===== src/rtl/pipeline_hazard_ctrl.sv =====
// pipeline_hazard_ctrl: hazard and sequencing control for the 5-stage pipeline.
// It produces the stall/flush controls for the F/D, D/E, E/M and M/W buffers.
// It produces the E-stage forwarding selects.
// A RUN/MEM_WAIT/ABORT FSM freezes the pipeline while data memory is busy.
// Optional macro HAZARD_PERF_EN adds stall/flush performance counters.
// When the macro is undefined, stall_cnt and flush_cnt are tied to zero.
module pipeline_hazard_ctrl #(
  parameter int REG_W       = 5,
  parameter int MEM_TIMEOUT = 16,
  parameter int CNT_W       = 32
) (
  input  logic             clk,
  input  logic             rst,
  input  logic [REG_W-1:0] rs1D,
  input  logic [REG_W-1:0] rs2D,
  input  logic [REG_W-1:0] rs1E,
  input  logic [REG_W-1:0] rs2E,
  input  logic [REG_W-1:0] rdE,
  input  logic [REG_W-1:0] rdM,
  input  logic [REG_W-1:0] rdW,
  input  logic             rf_enE,
  input  logic             rf_enM,
  input  logic             rf_enW,
  input  logic             mem_readE,
  input  logic             jump_enE,
  input  logic             dmem_req,
  input  logic             dmem_ready,
  output logic             stallF,
  output logic             stallD,
  output logic             stallE,
  output logic             stallM,
  output logic             flushD,
  output logic             flushE,
  output logic             flushW,
  output logic [1:0]       forward_AE,
  output logic [1:0]       forward_BE,
  output logic             mem_err,
  output logic [CNT_W-1:0] stall_cnt,
  output logic [CNT_W-1:0] flush_cnt
);

  typedef enum logic [1:0] {
    S_RUN      = 2'd0,
    S_MEM_WAIT = 2'd1,
    S_ABORT    = 2'd2
  } state_t;

  localparam int                WCNT_W = $clog2(MEM_TIMEOUT + 1) + 1;
  localparam logic [WCNT_W-1:0] TMO    = WCNT_W'(MEM_TIMEOUT);

  state_t            r_state, w_state_nxt;
  logic [WCNT_W-1:0] r_cnt, w_cnt_nxt, w_cnt_inc;

  logic       w_lu, w_mstall;
  logic       w_sF, w_sD, w_sE, w_sM, w_fD, w_fE, w_fW, w_err;
  logic [1:0] w_fwd_a, w_fwd_b;

  // rf_enE is part of the stage interface, but load-use only needs mem_readE.
  logic w_unused;
  assign w_unused = rf_enE;

  assign w_lu      = mem_readE && (rdE != '0) && ((rdE == rs1D) || (rdE == rs2D));
  assign w_mstall  = dmem_req && !dmem_ready;
  assign w_cnt_inc = r_cnt + 1'b1;

  // Forwarding selects, evaluated in every state; M has priority over W.
  always_comb begin
    w_fwd_a = 2'b00;
    w_fwd_b = 2'b00;
    if (rf_enM && (rdM != '0) && (rdM == rs1E))      w_fwd_a = 2'b10;
    else if (rf_enW && (rdW != '0) && (rdW == rs1E)) w_fwd_a = 2'b01;
    if (rf_enM && (rdM != '0) && (rdM == rs2E))      w_fwd_b = 2'b10;
    else if (rf_enW && (rdW != '0) && (rdW == rs2E)) w_fwd_b = 2'b01;
  end

  // FSM next-state and raw stall/flush decode (before reset gating).
  always_comb begin
    w_state_nxt = r_state;
    w_cnt_nxt   = r_cnt;
    w_sF = 1'b0; w_sD = 1'b0; w_sE = 1'b0; w_sM = 1'b0;
    w_fD = 1'b0; w_fE = 1'b0; w_fW = 1'b0; w_err = 1'b0;
    case (r_state)
      S_RUN: begin
        if (w_mstall) begin
          // A memory freeze hides redirect/load-use; a held jump re-presents later.
          w_sF = 1'b1; w_sD = 1'b1; w_sE = 1'b1; w_sM = 1'b1; w_fW = 1'b1;
          w_state_nxt = S_MEM_WAIT;
          w_cnt_nxt   = WCNT_W'(1);
        end else if (jump_enE) begin
          // A redirect squashes the load-use stall; the younger ops are flushed anyway.
          w_fD = 1'b1; w_fE = 1'b1;
        end else if (w_lu) begin
          w_sF = 1'b1; w_sD = 1'b1; w_fE = 1'b1;
        end
      end
      S_MEM_WAIT: begin
        if (dmem_ready) begin
          w_state_nxt = S_RUN;
          w_cnt_nxt   = '0;
        end else begin
          w_sF = 1'b1; w_sD = 1'b1; w_sE = 1'b1; w_sM = 1'b1; w_fW = 1'b1;
          // The count includes the RUN cycle that began the wait.
          // Give up once MEM_TIMEOUT stalled cycles have elapsed.
          if (w_cnt_inc >= TMO) begin
            w_state_nxt = S_ABORT;
            w_cnt_nxt   = '0;
          end else begin
            w_cnt_nxt = w_cnt_inc;
          end
        end
      end
      S_ABORT: begin
        w_err = 1'b1;
        w_fD = 1'b1; w_fE = 1'b1; w_fW = 1'b1;
        w_state_nxt = S_RUN;
      end
      default: begin
        w_state_nxt = S_RUN;
        w_cnt_nxt   = '0;
      end
    endcase
  end

  // State and wait-counter registers.
  always_ff @(posedge clk or negedge rst) begin
    if (!rst) begin
      r_state <= S_RUN;
      r_cnt   <= '0;
    end else begin
      r_state <= w_state_nxt;
      r_cnt   <= w_cnt_nxt;
    end
  end

  // While in reset, the stage buffers are fed bubbles and never held.
  assign stallF     = rst & w_sF;
  assign stallD     = rst & w_sD;
  assign stallE     = rst & w_sE;
  assign stallM     = rst & w_sM;
  assign flushD     = ~rst | w_fD;
  assign flushE     = ~rst | w_fE;
  assign flushW     = ~rst | w_fW;
  assign forward_AE = rst ? w_fwd_a : 2'b00;
  assign forward_BE = rst ? w_fwd_b : 2'b00;
  assign mem_err    = rst & w_err;

`ifdef HAZARD_PERF_EN
  logic [CNT_W-1:0] r_stall_cnt, r_flush_cnt;

  // Free-running perf counters; they wrap naturally at 2^CNT_W.
  always_ff @(posedge clk or negedge rst) begin
    if (!rst) begin
      r_stall_cnt <= '0;
      r_flush_cnt <= '0;
    end else begin
      if (stallF) r_stall_cnt <= r_stall_cnt + 1'b1;
      if (flushE) r_flush_cnt <= r_flush_cnt + 1'b1;
    end
  end

  assign stall_cnt = r_stall_cnt;
  assign flush_cnt = r_flush_cnt;
`else
  assign stall_cnt = '0;
  assign flush_cnt = '0;
`endif

endmodule


===== config.mk =====
export PLATFORM = sky130hd
export DESIGN_NAME = pipeline_hazard_ctrl
export DESIGN_NICKNAME = d
export VERILOG_FILES = /design/src/rtl/pipeline_hazard_ctrl.sv
export SDC_FILE = /design/constraint.sdc
export NUM_CORES = 1
export LEC_CHECK = 0
export ABC_AREA = 1
export CORE_UTILIZATION = 35
export CTS_BUF_LIST = sky130_fd_sc_hd__clkbuf_16
export DETAILED_ROUTE_END_ITERATION = 10
export PLACE_DENSITY = 0.9
export SLEW_MARGIN = 20
export SYNTH_ARGS = -nofsm -noshare
export SYNTH_HDL_FRONTEND = slang
export SYNTH_SLANG_ARGS = --single-unit

===== constraint.sdc =====
create_clock -name clk -period 3.5 [get_ports clk]
set_input_delay 0.35 -clock clk [delete_from_list [all_inputs] [get_ports clk]]
set_output_delay 0.35 -clock clk [all_outputs]
set_load 0.02 [all_outputs]

* After elaboration in Yosys (flattened, before gate mapping)
Cells that the tools add are included.
Word-level totals: register bits 8, input bits 44, output and inout port bits 76, word-level logic and storage cells 68
Cells by class: $add $sub $neg 1, magnitude comparators 1, eq/ne operators 10, mux-type cells 29, bitwise gates (word level) 8, reduce and logical (&&, ||, !) cells 17
Operator list (number):
- 5-bit == test | 6
- 6-bit two-way mux | 3
- 6-bit one-hot mux with 3 select lines | 1
- 5-bit nonzero test | 3
- 2-bit two-way mux | 7
- 1-bit two-way mux | 12
- 1-bit logical AND | 9
- 1-bit one-hot mux with 2 select lines | 4
- 6-bit by 1-bit adder with 6-bit output (second input constant) | 1
- 6-bit by 5-bit greater-or-equal comparator with 1-bit output (second input constant) | 1
- 2-bit one-hot mux with 2 select lines | 1
- 2-bit AND reduction | 2
- 1-bit bitwise AND | 3
- 3-bit inequality test (second input constant) | 1
- 1-bit OR | 3
- 1-bit one-hot mux with 3 select lines | 1
- 2-bit by 1-bit == test with 1-bit output (second input constant) | 1
- 2-bit == test (second input constant) | 1
- 2-bit logical NOT | 1
- 2-bit inequality test (second input constant) | 1
- 1-bit NOT | 2
- 1-bit logical NOT | 1
- 1-bit logical OR | 1

* Logic depth before layout (Yosys ltp)
word-level depth 8, gate-level depth with buffers 10, gate-level depth less buffers 10

* Least setup slack after synthesis
Ideal clock, no wire load.
path kind register -> output, start register r_state[1], end output stallF, arrival time 1386 ps, required time 3150 ps, path slack 1764 ps, stages on the path, launching flop included 7, buffers on the path 1, cells stage by stage dfrtp_1 inv_2 nand2_1 nor2_1 a21oi_1 o22ai_1 buf_4
On the way: cells in the longest elaborated chain, start to end 3, elaborated cells between the ends (all ways) 4, classes of those cells 1 x eq/ne; 1 x mux; 1 x bitwise; 1 x reduce/logical
Ends and longest elaborated chain:
- from (decl) | line 51 | state_t r_state, w_state_nxt;
- from (signal assigned) | line 130 | r_state <= w_state_nxt;
- 2-bit by 1-bit == test with 1-bit output / 2-bit logical NOT (equally long branches)
- 1-bit one-hot mux with 2 select lines (*)
- 1-bit bitwise AND (*)
- to (decl) | line 28 | output logic stallF,
Every way passes the cells marked *; elsewhere a longest branch is shown, timed or not.

* Worst setup path in the final report
start input rdE[1], end output stallD
On the way: cells in the longest elaborated chain, start to end 8, elaborated cells between the ends (all ways) 11, classes of those cells 2 x eq/ne; 4 x mux; 1 x bitwise; 4 x reduce/logical
Ends and longest elaborated chain:
- from (decl) | line 18 | input logic [REG_W-1:0] rdE,
- 5-bit == test / 5-bit nonzero test (equally long branches) | line 62 | assign w_lu = mem_readE && (rdE != '0) && ((rdE == rs1D) || (rdE == rs2D));
- 1-bit logical OR / 1-bit logical AND (equally long branches) | line 62
- 1-bit logical AND (*) | line 62
- 1-bit two-way mux (*) | line 92 | end else if (w_lu) begin
- 1-bit two-way mux (*) | line 89 | end else if (jump_enE) begin
- 1-bit two-way mux (*) | line 84 | if (w_mstall) begin
- 1-bit one-hot mux with 2 select lines (*) | line 82 | case (r_state)
- 1-bit bitwise AND (*) | line 137 | assign stallD = rst & w_sD;
- to (decl) | line 29 | output logic stallD,
Marked as above.

==> impl_metrics.ini <==
[min_path]
holdCritPathClass = input port to asynchronous set/reset pin

[cells_and_area]
antennaDiodeCount = 0
final_nets = 335
final_cell_mix = conb_1 (64), clkdlybuf4s50_1 (54), nand2_1 (47), inv_1 (28), nor2_1 (20)
area_growth_pct = 27.97
final_area_um2 = 1952
finish.utilization_pct = 47.76
most_common_cell_after_layout_fill_and_taps_aside = conb_1
post_route_cells_drive_above_1_share_pct = 6.944

[timing]
final.setup.worst_slack_ns = 0.9356
period_minus_slack_ns = 2.564
maxClockFrequency_mhz = 390.0
hold_viol_final = 0
rsz0062_at_grt = no
fin_setup_tns_ns = 0
report.final.slew_viol_count = 0
setup_violations = 0
clock-skew-final_ns = 0.004765
finalCritPeriodShare_pct = 73.27

[job]
maxCapViolCount = 0

[worst_setup_path]
crit_top_cell = nand2_1
worst_path_largest_cell_delay_ns = 0.64
cpMaxStageDelayCell = clkdlybuf4s50_1
worst-path-max-fanout = 3
crit_required_ns = 3.15
cp-end-kind = primary output
path_cells = clkdlybuf4s50_1 -> inv_1 -> nand2_1 -> nand2_1 -> nor2_1 -> nand3_1 -> nand2_1 -> nand2_1 -> o22ai_1 -> clkdlybuf4s50_1
critPathArrivalTime_ns = 2.21
critical_path_class = input port to primary output
cp_startpoint_kind = input port

[floorplanning]
placeableCoreArea_um2 = 4086
die-height_um = 68.02
die_width_um = 68.02
initial_core_util_pct = 37.32
pin_count = 120
num_rows = 23
design.die.area_um2 = 4626

[placed_design]
dpl-instance-area_um2 = 1877
gp_congestion = 0.8488
place_worst_setup_slack_ns = 0.9070
detailedPlacementHpwl_um = 2753
place.port_buffers = 54

[clock_network]
number_of_buffers_inserted_during_clock_tree_synthesis = 3
cts.hold.buffers_added = 0
insertion_delay_ns = 0.23
deepest_level_of_the_cts_h_tree = 1
cts_sinks = 8
cts_buffer_depth = 2
ctsResizeCount = 0
ctsRootBufferMaster = clkbuf_16
cts.repair_timing.setup_buffer_count = 0
tritoncts = done
cts.clk_slew.worst_paths_ns = 0.04

[detailed_routing]
route.vias.total = 1381
wl_per_cell_um = 9.432
wl_um = 3188
drtAntennaViolNets = 0
drtPass1Iterations = 4
first_iter_violations = 48
post_drt_via_cell_ratio = 4.086
drc = 0

[yosys]
synth.yosys.seq_area_share_pct = 13.13
distinct_cell_type_count_of_the_synthesized_netlist = 28
yosysWarnings = 0
syn_area_um2 = 1525
synthesis.area_per_instance_um2 = 6.546
synth.ff_latch_count = 8
ys_top_cells_by_area = buf_4 (32%), dfrtp_1 (13%), nand2_1 (12%)
syn-instance-count = 233
synth.top_cell.area_share_pct = 32.49
largest_area_contributor_in_the_synthesized_netlist = buf_4

[global_route]
grt_overflow_total = 0
antenna_found_initial = 0
grt_max_degree = 15
total_track_usage_pct = 13.49
via_count_of_the_first_global_routing_pass = 1171
global_route_wire_length_before_repair_um = 4698

[outcome]
run_status = completed

[power]
static-leakage-power_nw = 0.9775
power.density_nw_per_um2 = 286.1
vdd_drop_max_mv = 0.1822
p_total_mw = 0.5584
[power breakdown]
part	internal, mW	switching [mW]
registers	0.101	0.0119
clock network	0.147	0.0463
logic	0.0984	0.153
[flip-flops by register name, summed over array words and instances, names as in the netlist]
name and cells:
r_state 2, r_cnt 6
[critical path, delay by kind of cell]
family / cells / cell delay [ns]
compound gates: 1 / 0.18
buf+inv: 3 / 1.23
simple gates: 6 / 0.45
[layer usage]
metal  vias to the layer above  GRT usage, %  wire length, um  share of wire [%]
met5                         -             0                0                  0
met4                         0         2.344               12               0.38
met3                         3         4.833              326                 10
met2                        77         26.96             1667                 52
met1                       610         13.06             1181                 37
li1                        691             -                -                  -
[metrics by stage]
step	std cells	hold WS, ns
global placement	335	0.5103
finish	338	0.4400
global route	338	0.4530
floorplan	296	0.05441
detailed placement	335	0.5295
CTS	338	0.4339
[path summary, 6_finish.rpt]
check                                      from                      to  slack [ns]  cells after the start
setup / recovery                         rdE[1]                  stallD        0.94                     10
hold / removal                              rst  r_state[1]$_DFFE_PN0P_        0.44                      2
setup reg to reg           r_cnt[0]$_DFFE_PN0P_  r_state[0]$_DFFE_PN0P_        2.07                      6
hold reg to reg            r_cnt[4]$_DFFE_PN0P_    r_cnt[4]$_DFFE_PN0P_        0.53                      2
max in group asynchronous                   rst    r_cnt[4]$_DFFE_PN0P_        2.90                      2
min in group clk           r_cnt[4]$_DFFE_PN0P_    r_cnt[4]$_DFFE_PN0P_        0.53                      2
[cell type report]
type,count,area [um^2]
tap,50,62.56
multi-input combinational,191,949.7
inverter,31,116.4
fill,429,2135
clock buffer,3,75.07
sequential,8,200.2
timing repair buffer,55,548.0
[cell usage after synthesis]
master / instances
xor2_2: 1
xnor2_1: 16
a21oi_1: 3
nor2_2: 2
a21oi_2: 2
o21ai_2: 2
o311ai_0: 1
nor2_4: 2
nand2_4: 1
a211oi_1: 1
o21ai_1: 1
buf_4: 66
ha_1: 1
nand2_2: 2
conb_1: 1
o21ai_0: 4
nand3_2: 1
dfrtp_1: 8
o22ai_1: 2
nand2_1: 47
nor3_1: 4
nand4_1: 3
o2111ai_1: 1
nand3_1: 5
inv_2: 3
inv_1: 28
xor2_1: 5
nor2_1: 20
[cells by family after synthesis]
group | Yosys count | synth area share, %
buffers and inverters | 97 | 40.12
AND/OR/NAND/NOR | 87 | 25.18
XOR/XNOR | 22 | 13.13
AO/OA/AOI/OAI | 17 | 7.383
flip-flops | 8 | 13.13
adder cells (fa/ha/maj) | 1 | 0.8202
other | 1 | 0.2459
(Power assumes the default switching activity.)
